File: config.mk
export PLATFORM = sky130hd
export DESIGN_NAME = comm_frame_rx
export DESIGN_NICKNAME = d
export VERILOG_FILES = /design/src/rtl/comm_pkg.sv /design/src/rtl/comm_crc32.sv /design/src/rtl/comm_frame_rx.sv
export SDC_FILE = /design/constraint.sdc
export NUM_CORES = 1
export LEC_CHECK = 0
export ABC_AREA = 1
export CAP_MARGIN = 30
export CORE_ASPECT_RATIO = 0.5
export CORE_MARGIN = 1
export CORE_UTILIZATION = 49
export DETAILED_ROUTE_END_ITERATION = 8
export PLACE_DENSITY_LB_ADDON = 0.1
export SLEW_MARGIN = 40
export SYNTH_ARGS = -nofsm -noshare
export SYNTH_HDL_FRONTEND = slang
export SYNTH_SLANG_ARGS = --single-unit
File: constraint.sdc
create_clock -name CLK -period 7.5 [get_ports CLK]
set_clock_uncertainty 0.2 [all_clocks]
set_input_delay 1.5 -clock CLK [delete_from_list [all_inputs] [get_ports CLK]]
set_output_delay 1.5 -clock CLK [all_outputs]
set_load 0.05 [all_outputs]
File: src/rtl/comm_pkg.sv
// Shared constants, state encoding and CRC-32 step function for the miner link framing.
package comm_pkg;

    // Message-type constants (PING is a bare byte; the rest are header byte 3).
    localparam logic [7:0] MSG_PING     = 8'h00;
    localparam logic [7:0] MSG_GET_INFO = 8'h00;
    localparam logic [7:0] MSG_INVALID  = 8'h01;
    localparam logic [7:0] MSG_PUSH_JOB = 8'h02;
    localparam logic [7:0] MSG_NONCE    = 8'h03;

    // err_code values.
    localparam logic [2:0] ERR_NONE    = 3'd0;
    localparam logic [2:0] ERR_BAD_LEN = 3'd1;
    localparam logic [2:0] ERR_TIMEOUT = 3'd2;
    localparam logic [2:0] ERR_CRC     = 3'd3;
    localparam logic [2:0] ERR_OVERRUN = 3'd4;

    localparam int unsigned HDR_LEN = 4;
    localparam int unsigned CRC_LEN = 4;

    localparam logic [31:0] CRC_POLY   = 32'hEDB8_8320;
    localparam logic [31:0] CRC_INIT   = 32'hFFFF_FFFF;
    localparam logic [31:0] CRC_XOROUT = 32'hFFFF_FFFF;

    typedef enum logic [2:0] {
        StIdle,
        StHdr,
        StBody,
        StCrc,
        StDone
    } rx_state_e;

    // One byte of reflected CRC-32; the caller owns init and final XOR.
    function automatic logic [31:0] crc32_byte(input logic [31:0] crc, input logic [7:0] data);
        logic [31:0] c;
        c = crc ^ {24'h0, data};
        for (int i = 0; i < 8; i++) begin
            c = c[0] ? ((c >> 1) ^ CRC_POLY) : (c >> 1);
        end
        return c;
    endfunction

endpackage

File: src/rtl/comm_crc32.sv
// Byte-serial CRC-32 register. Clear reloads the init value; clear together with
// enable seeds the register with the first byte in the same cycle.
module comm_crc32
    import comm_pkg::*;
(
    input  logic        i_clk,
    input  logic        i_rst_n,
    input  logic        i_clear,
    input  logic        i_en,
    input  logic [7:0]  i_byte,
    output logic [31:0] o_crc
);

    logic [31:0] r_crc;
    logic [31:0] w_base;

    assign w_base = i_clear ? CRC_INIT : r_crc;

    // Running CRC state, advanced one byte per enable.
    always_ff @(posedge i_clk or negedge i_rst_n) begin
        if (!i_rst_n) begin
            r_crc <= '0;
        end else if (i_en) begin
            r_crc <= crc32_byte(w_base, i_byte);
        end else if (i_clear) begin
            r_crc <= CRC_INIT;
        end
    end

    // Final XOR applied here so callers compare against the transmitted value directly.
    assign o_crc = r_crc ^ CRC_XOROUT;

endmodule

File: src/rtl/comm_frame_rx.sv
// Length-prefixed frame receiver: header/payload assembly, length, timeout and CRC checks,
// double-buffered payload output with valid/ready, PING detection and error reporting.
module comm_frame_rx
    import comm_pkg::*;
#(
    parameter int unsigned MAX_LEN        = 64,
    parameter int unsigned MIN_LEN        = 8,
    parameter int unsigned TIMEOUT_CYCLES = 2048,
    parameter int unsigned PAYLOAD_W      = (MAX_LEN - 8) * 8
) (
    input  logic                 CLK,
    input  logic                 RST_N,
    input  logic [7:0]           rx_byte,
    input  logic                 rx_valid,
    output logic                 frame_valid,
    input  logic                 frame_ready,
    output logic [7:0]           frame_type,
    output logic [7:0]           frame_len,
    output logic [PAYLOAD_W-1:0] frame_payload,
    output logic                 ping,
    output logic                 err_valid,
    output logic [2:0]           err_code
);

    localparam int unsigned TMO_W = $clog2(TIMEOUT_CYCLES + 1);
    localparam logic [7:0]  MIN_B = 8'(MIN_LEN);
    localparam logic [7:0]  MAX_B = 8'(MAX_LEN);

    rx_state_e            r_state;
    logic [7:0]           r_len;
    logic [7:0]           r_cnt;
    logic [7:0]           r_type;
    logic [PAYLOAD_W-1:0] r_stage;
    logic [31:0]          r_rx_crc;
    logic [TMO_W-1:0]     r_tmo;

    logic                 r_frame_valid;
    logic [7:0]           r_frame_type;
    logic [7:0]           r_frame_len;
    logic [PAYLOAD_W-1:0] r_frame_payload;
    logic                 r_ping;
    logic                 r_err_valid;
    logic [2:0]           r_err_code;

    logic        w_idle_like;
    logic        w_in_frame;
    logic        w_is_ping;
    logic        w_bad_len;
    logic        w_start;
    logic        w_crc_en;
    logic        w_crc_match;
    logic        w_tmo_hit;
    logic [7:0]  w_stage_idx;
    logic [31:0] w_crc;

    // DONE lasts one cycle and also accepts a new first byte, so it decodes like IDLE.
    assign w_idle_like = (r_state == StIdle) || (r_state == StDone);
    assign w_in_frame  = (r_state == StHdr) || (r_state == StBody) || (r_state == StCrc);
    assign w_is_ping   = (rx_byte == MSG_PING);
    assign w_bad_len   = (rx_byte < MIN_B) || (rx_byte > MAX_B);
    assign w_start     = rx_valid && w_idle_like && !w_is_ping && !w_bad_len;
    assign w_crc_en    = w_start || (rx_valid && ((r_state == StHdr) || (r_state == StBody)));
    assign w_crc_match = (r_rx_crc == w_crc);
    assign w_tmo_hit   = (r_tmo == TMO_W'(TIMEOUT_CYCLES));
    assign w_stage_idx = r_cnt - 8'(HDR_LEN);

    comm_crc32 u_crc (
        .i_clk   (CLK),
        .i_rst_n (RST_N),
        .i_clear (w_start),
        .i_en    (w_crc_en),
        .i_byte  (rx_byte),
        .o_crc   (w_crc)
    );

    // Frame FSM with registered outputs, handshake and error pulses.
    always_ff @(posedge CLK or negedge RST_N) begin
        if (!RST_N) begin
            r_state         <= StIdle;
            r_len           <= '0;
            r_cnt           <= '0;
            r_type          <= '0;
            r_stage         <= '0;
            r_rx_crc        <= '0;
            r_tmo           <= '0;
            r_frame_valid   <= 1'b0;
            r_frame_type    <= '0;
            r_frame_len     <= '0;
            r_frame_payload <= '0;
            r_ping          <= 1'b0;
            r_err_valid     <= 1'b0;
            r_err_code      <= ERR_NONE;
        end else begin
            r_ping      <= 1'b0;
            r_err_valid <= 1'b0;
            if (r_frame_valid && frame_ready) begin
                r_frame_valid <= 1'b0;
            end

            unique case (r_state)
                StIdle, StDone: begin
                    r_state <= StIdle;
                    if (rx_valid) begin
                        if (w_is_ping) begin
                            r_ping <= 1'b1;
                        end else if (w_bad_len) begin
                            r_err_valid <= 1'b1;
                            r_err_code  <= ERR_BAD_LEN;
                        end else begin
                            r_len   <= rx_byte;
                            r_cnt   <= 8'd1;
                            r_tmo   <= '0;
                            r_stage <= '0;
                            r_state <= StHdr;
                        end
                    end
                    // Frame verdict comes last so it wins over a same-cycle byte error.
                    if (r_state == StDone) begin
                        if (!w_crc_match) begin
                            r_err_valid <= 1'b1;
                            r_err_code  <= ERR_CRC;
                        end else if (r_frame_valid) begin
                            r_err_valid <= 1'b1;
                            r_err_code  <= ERR_OVERRUN;
                        end else begin
                            r_frame_valid   <= 1'b1;
                            r_frame_len     <= r_len;
                            r_frame_type    <= r_type;
                            r_frame_payload <= r_stage;
                        end
                    end
                end
                StHdr: begin
                    if (rx_valid) begin
                        r_cnt <= r_cnt + 8'd1;
                        if (r_cnt == 8'(HDR_LEN - 1)) begin
                            r_type  <= rx_byte;
                            r_state <= (r_len == 8'(HDR_LEN + CRC_LEN)) ? StCrc : StBody;
                        end
                    end
                end
                StBody: begin
                    if (rx_valid) begin
                        r_stage[{w_stage_idx, 3'b000} +: 8] <= rx_byte;
                        r_cnt <= r_cnt + 8'd1;
                        if (r_cnt == r_len - 8'(CRC_LEN + 1)) begin
                            r_state <= StCrc;
                        end
                    end
                end
                StCrc: begin
                    if (rx_valid) begin
                        r_rx_crc <= {rx_byte, r_rx_crc[31:8]};
                        r_cnt    <= r_cnt + 8'd1;
                        if (r_cnt == r_len - 8'd1) begin
                            r_state <= StDone;
                        end
                    end
                end
                default: r_state <= StIdle;
            endcase

            // Inter-byte timeout; overrides the state chosen above and drops the partial frame.
            if (w_in_frame) begin
                if (rx_valid) begin
                    r_tmo <= '0;
                end else if (w_tmo_hit) begin
                    r_tmo       <= '0;
                    r_err_valid <= 1'b1;
                    r_err_code  <= ERR_TIMEOUT;
                    r_state     <= StIdle;
                end else begin
                    r_tmo <= r_tmo + TMO_W'(1);
                end
            end
        end
    end

    assign frame_valid   = r_frame_valid;
    assign frame_type    = r_frame_type;
    assign frame_len     = r_frame_len;
    assign frame_payload = r_frame_payload;
    assign ping          = r_ping;
    assign err_valid     = r_err_valid;
    assign err_code      = r_err_code;

endmodule

==> run summary <==
The min-delay analysis places its worst path in the category register to register. The total of cells resized after clock tree synthesis was 0. STA classifies the critical path startpoint as a register. The maximum single-stage delay on the critical path was 0.78 ns. At the pin with the least slew margin, the transition time is 0.946 ns. The tools report the critical path capture point type as a register.

The layout overhead on the synthesized area works out to 21.4%. Buffers inserted to repair hold after CTS numbered 0. The run gives 4307 as the number of cells produced by synthesis. The finished cells cover 52300 um^2.

The run gives 91.2 mm as the sum of net half-perimeters after detailed placement. The final setup violation count is 0, and the worst hold slack is 0.268 ns. TritonCTS built the clock tree. Along the worst path, the maximum fanout reaches 66.

For this run, the detailed router's first-pass iteration total came to 6. The clock period minus final worst setup slack came out at 5.38 ns. The run gives 0 as the max-capacitance violation count.

For this run, asynchronously set or reset flops after synthesis account for 100%. In this run the vertical extent of the chip is 212 um. During placement, the flow inserted port buffers numbering 481. The share of post-route cells with drive strength above 1 came out at 14.3%. The run finished with clean final reports. Based on the critical path, the design can be clocked at up to 0.186 GHz.

The standard cell core area was 86500 um^2. The worst pin sits at a relative slew slack of 36.5%. Dividing the final minimum period by the clock period gives 71.7%. The initial utilization of the core area, before any placement, comes to 49.7%. The synthesized area came out at 43000 um^2. Leaving out fill and tap cells, the most frequent cell in the layout is sky130_fd_sc_hd__nand2_1.

The critical path goes through clkinv_1, ha_1, xnor2_2, buf_4, nand2_1, inv_1, nand3_1, nor2_1, nand2_1, a21oi_2, o22ai_1. The run gives 3151 as the count of routing violations after the opening detailed-route iteration. By area, the combinational part of the netlist is dominated by simple AND/OR/NAND/NOR gates. The number of antenna violations at the first check in global routing was 0; the number of flops mapped to enable cells by yosys was 0. Cell at the root of the clock tree: sky130_fd_sc_hd__clkbuf_16. The synthesized design spends more area on one cell type than any other, namely sky130_fd_sc_hd__dfrtp_1. The power density normalized to cell area was 296 nW/um^2; the final routed DRC violation total was 0.

The run gives 0.923 as the placer congestion estimate. The run gives 59.4% as the post-synthesis sequential area ratio. For this design the static power due to leakage is 25.3 nW. The maximum number of pins on one net before global-route repair was 162. Summing internal, switching and leakage power gives 15.5 mW. The tools report the worst endpoint required time as 7.82 ns. Remaining antenna violation count: 0. From left edge to right edge, the die measures 421 um.

Cells fill 60.4% of the core in the end. Clock-pin slew was measured on the worst setup and hold paths at 0.07 ns. The synthesized netlist devotes 1.50% of its cell area to XOR and XNOR gates. The tools report the post-CTS setup-driven buffer insertion count as 0. For this run, the number of standard cells in the final layout without fillers is 5982.

Top cell type's share of synthesized area: 59.4%. Start-to-end type of the worst setup path: register to register. For the number of nets in the layout, the log shows 4765. The overall routed net length was 128 mm. The placed instances occupy a cell area of 49100 um^2. The endpoint arrival time on the critical path is 5.70 ns.

The synthesized netlist devotes 0.233% of its cell area to adder and majority cells. The tools report the number of global-route vias before repair as 32.2k. Yosys attributes the largest share of cell area to sky130_fd_sc_hd__dfrtp_1 59%, sky130_fd_sc_hd__nand2_1 12%, sky130_fd_sc_hd__mux2_2 10%. The tools report the final worst slack as 2.12 ns.

The library cell contributing the largest single delay on the critical path was sky130_fd_sc_hd__clkinv_1. Each instance of the synthesized netlist takes up on average 9.99 um^2. The multiplexer fraction of the synthesized cell area is 10.5%.

For this block, the via count after detailed routing is 32.7k. 482 I/O pins were placed. TritonCTS created 89 clock buffers.

Global-route wire length before repair: 194 mm. The dominant register cell in the synthesized netlist was sky130_fd_sc_hd__dfrtp_1. Among the stages of the critical path, the cell type that occurs most often is sky130_fd_sc_hd__nand2_1. For the aggregate global routing overflow, the log shows 0. The library cells used most frequently in the layout, excluding fill and tap cells, are 1323 x sky130_fd_sc_hd__nand2_1, 1021 x sky130_fd_sc_hd__dfrtp_1, 480 x sky130_fd_sc_hd__clkdlybuf4s50_1, 400 x sky130_fd_sc_hd__mux2_2, 304 x sky130_fd_sc_hd__o21ai_0. The hold violation total from the final report came out at 0. The source-to-sink clock delay at the later pin of the worst-skew pair was 0.68 ns. Yosys mapped the design onto 49 distinct sky130hd cell types. In this run the number of H-tree levels came out at 3.

The number of vias per cell works out to 5.46. For this run, the total global-route usage over all layers was measured as 28.6%. The number of nets in the synthesized netlist is 4327. The logs give 0 ns for the setup TNS after final layout and 5819 for the total placed cells including tap cells. The total die area is 89100 um^2. The synthesized-area fraction occupied by ao, oa, aoi and oai cells is 5.46%, and the number of rows in the core area is 76. Flop and latch count out of synthesis: 1021.

For this run, the number of Yosys warnings is 0. The number of slew-limit violations in the final report is 0. In the final routed layout, each cell accounts on average for 21.4 um. Cell class contributing the biggest share of worst-path delay: buffers and inverters. The clock passes through at most 3 buffers. Clock sink count: 1021. OpenSTA, run right after detailed placement, puts the worst setup slack at 2.40 ns. Setup repair after global routing left no endpoint under its margin.

The basic-gate share of the synthesized area counting and, or, nand and nor cells was 19.2%. The critical path buffer and inverter count came out at 3. The worst-case IR drop observed on VDD is 0.000408 V.
worst register-to-register path: stages, from the launching register on:
cell,delay (ns)
sky130_fd_sc_hd__dfrtp_1,0.64
sky130_fd_sc_hd__clkinv_1,0.79
sky130_fd_sc_hd__ha_1,0.56
sky130_fd_sc_hd__xnor2_2,0.19
sky130_fd_sc_hd__buf_4,0.64
sky130_fd_sc_hd__nand2_1,0.47
sky130_fd_sc_hd__inv_1,0.34
sky130_fd_sc_hd__nand3_1,0.13
sky130_fd_sc_hd__nor2_1,0.21
sky130_fd_sc_hd__nand2_1,0.34
sky130_fd_sc_hd__a21oi_2,0.54
sky130_fd_sc_hd__o22ai_1,0.17
power by group:
| group | switching [mW] | internal (mW) | total, mW |
|---|---|---|---|
| logic | 3.69 | 0.978 | 4.67 |
| registers | 0.265 | 5.75 | 6.01 |
| clock network | 2.09 | 2.69 | 4.78 |
| total | 6.04 | 9.41 | 15.5 |
kinds of logic after synthesis:
| kind of cell | after synthesis |
|---|---|
| multiplexers | 400 |
| XOR/XNOR | 72 |
| adder cells (fa/ha/maj) | 8 |
| AO/OA/AOI/OAI | 445 |
| AND/OR/NAND/NOR | 1941 |
| flip-flops | 1021 |
| buffers and inverters | 420 |
state kept, by name, indices dropped and copies added, names as in the netlist:
signal / cells
r_stage: 448
frame_valid: 1
err_valid: 1
r_cnt: 8
frame_payload: 448
r_state: 3
u_crc.r_crc: 32
frame_len: 8
r_rx_crc: 32
ping: 1
err_code: 3
r_tmo: 12
r_type: 8
frame_type: 8
r_len: 8
per-layer routing:
metal	GRT usage, %	share of wire [%]
met5	0	0
met3	6.31	6.6
met1	36.8	41
met4	10.2	3.4
met2	47.9	49
Yosys cell counts, drive strengths merged, types with 3 or more instances:
master / count
o21a: 3
o211ai: 3
nor3: 102
xor2: 36
a21oi: 36
nor4: 28
buf: 75
or2: 13
and2: 21
ha: 8
nand3: 126
nor2: 190
dfrtp: 1021
o22ai: 34
nand2: 1336
o21ai: 359
clkbuf: 102
inv: 241
xnor2: 36
nand4: 123
mux2: 400
a31oi: 4
cell type report:
type                       instances  area, um^2
fill                            7359       34300
sequential                      1021       25500
multi-input combinational       2866       15900
timing repair buffer             524        5420
clock buffer                     121        2580
tap                             1170        1460
inverter                         243         922
clock inverter                    36         398
antenna                            1        2.50
worst paths after layout:
| check | endpoint | slack, ns | depth (start not counted) | from |
|---|---|---|---|---|
| max reg2reg | r_stage[322] | 2.12 | 11 | r_cnt[0] |
| min | r_stage[300] | 0.27 | 2 | r_stage[300] |
| max | r_stage[322] | 2.12 | 11 | r_cnt[0] |
| min in group asynchronous | frame_payload[61] | 0.52 | 1 | RST_N |
| max in group asynchronous | frame_payload[195] | 4.95 | 4 | RST_N |
| min reg2reg | r_stage[300] | 0.27 | 2 | r_stage[300] |
Note: power is estimated with default switching activity, not from simulation.
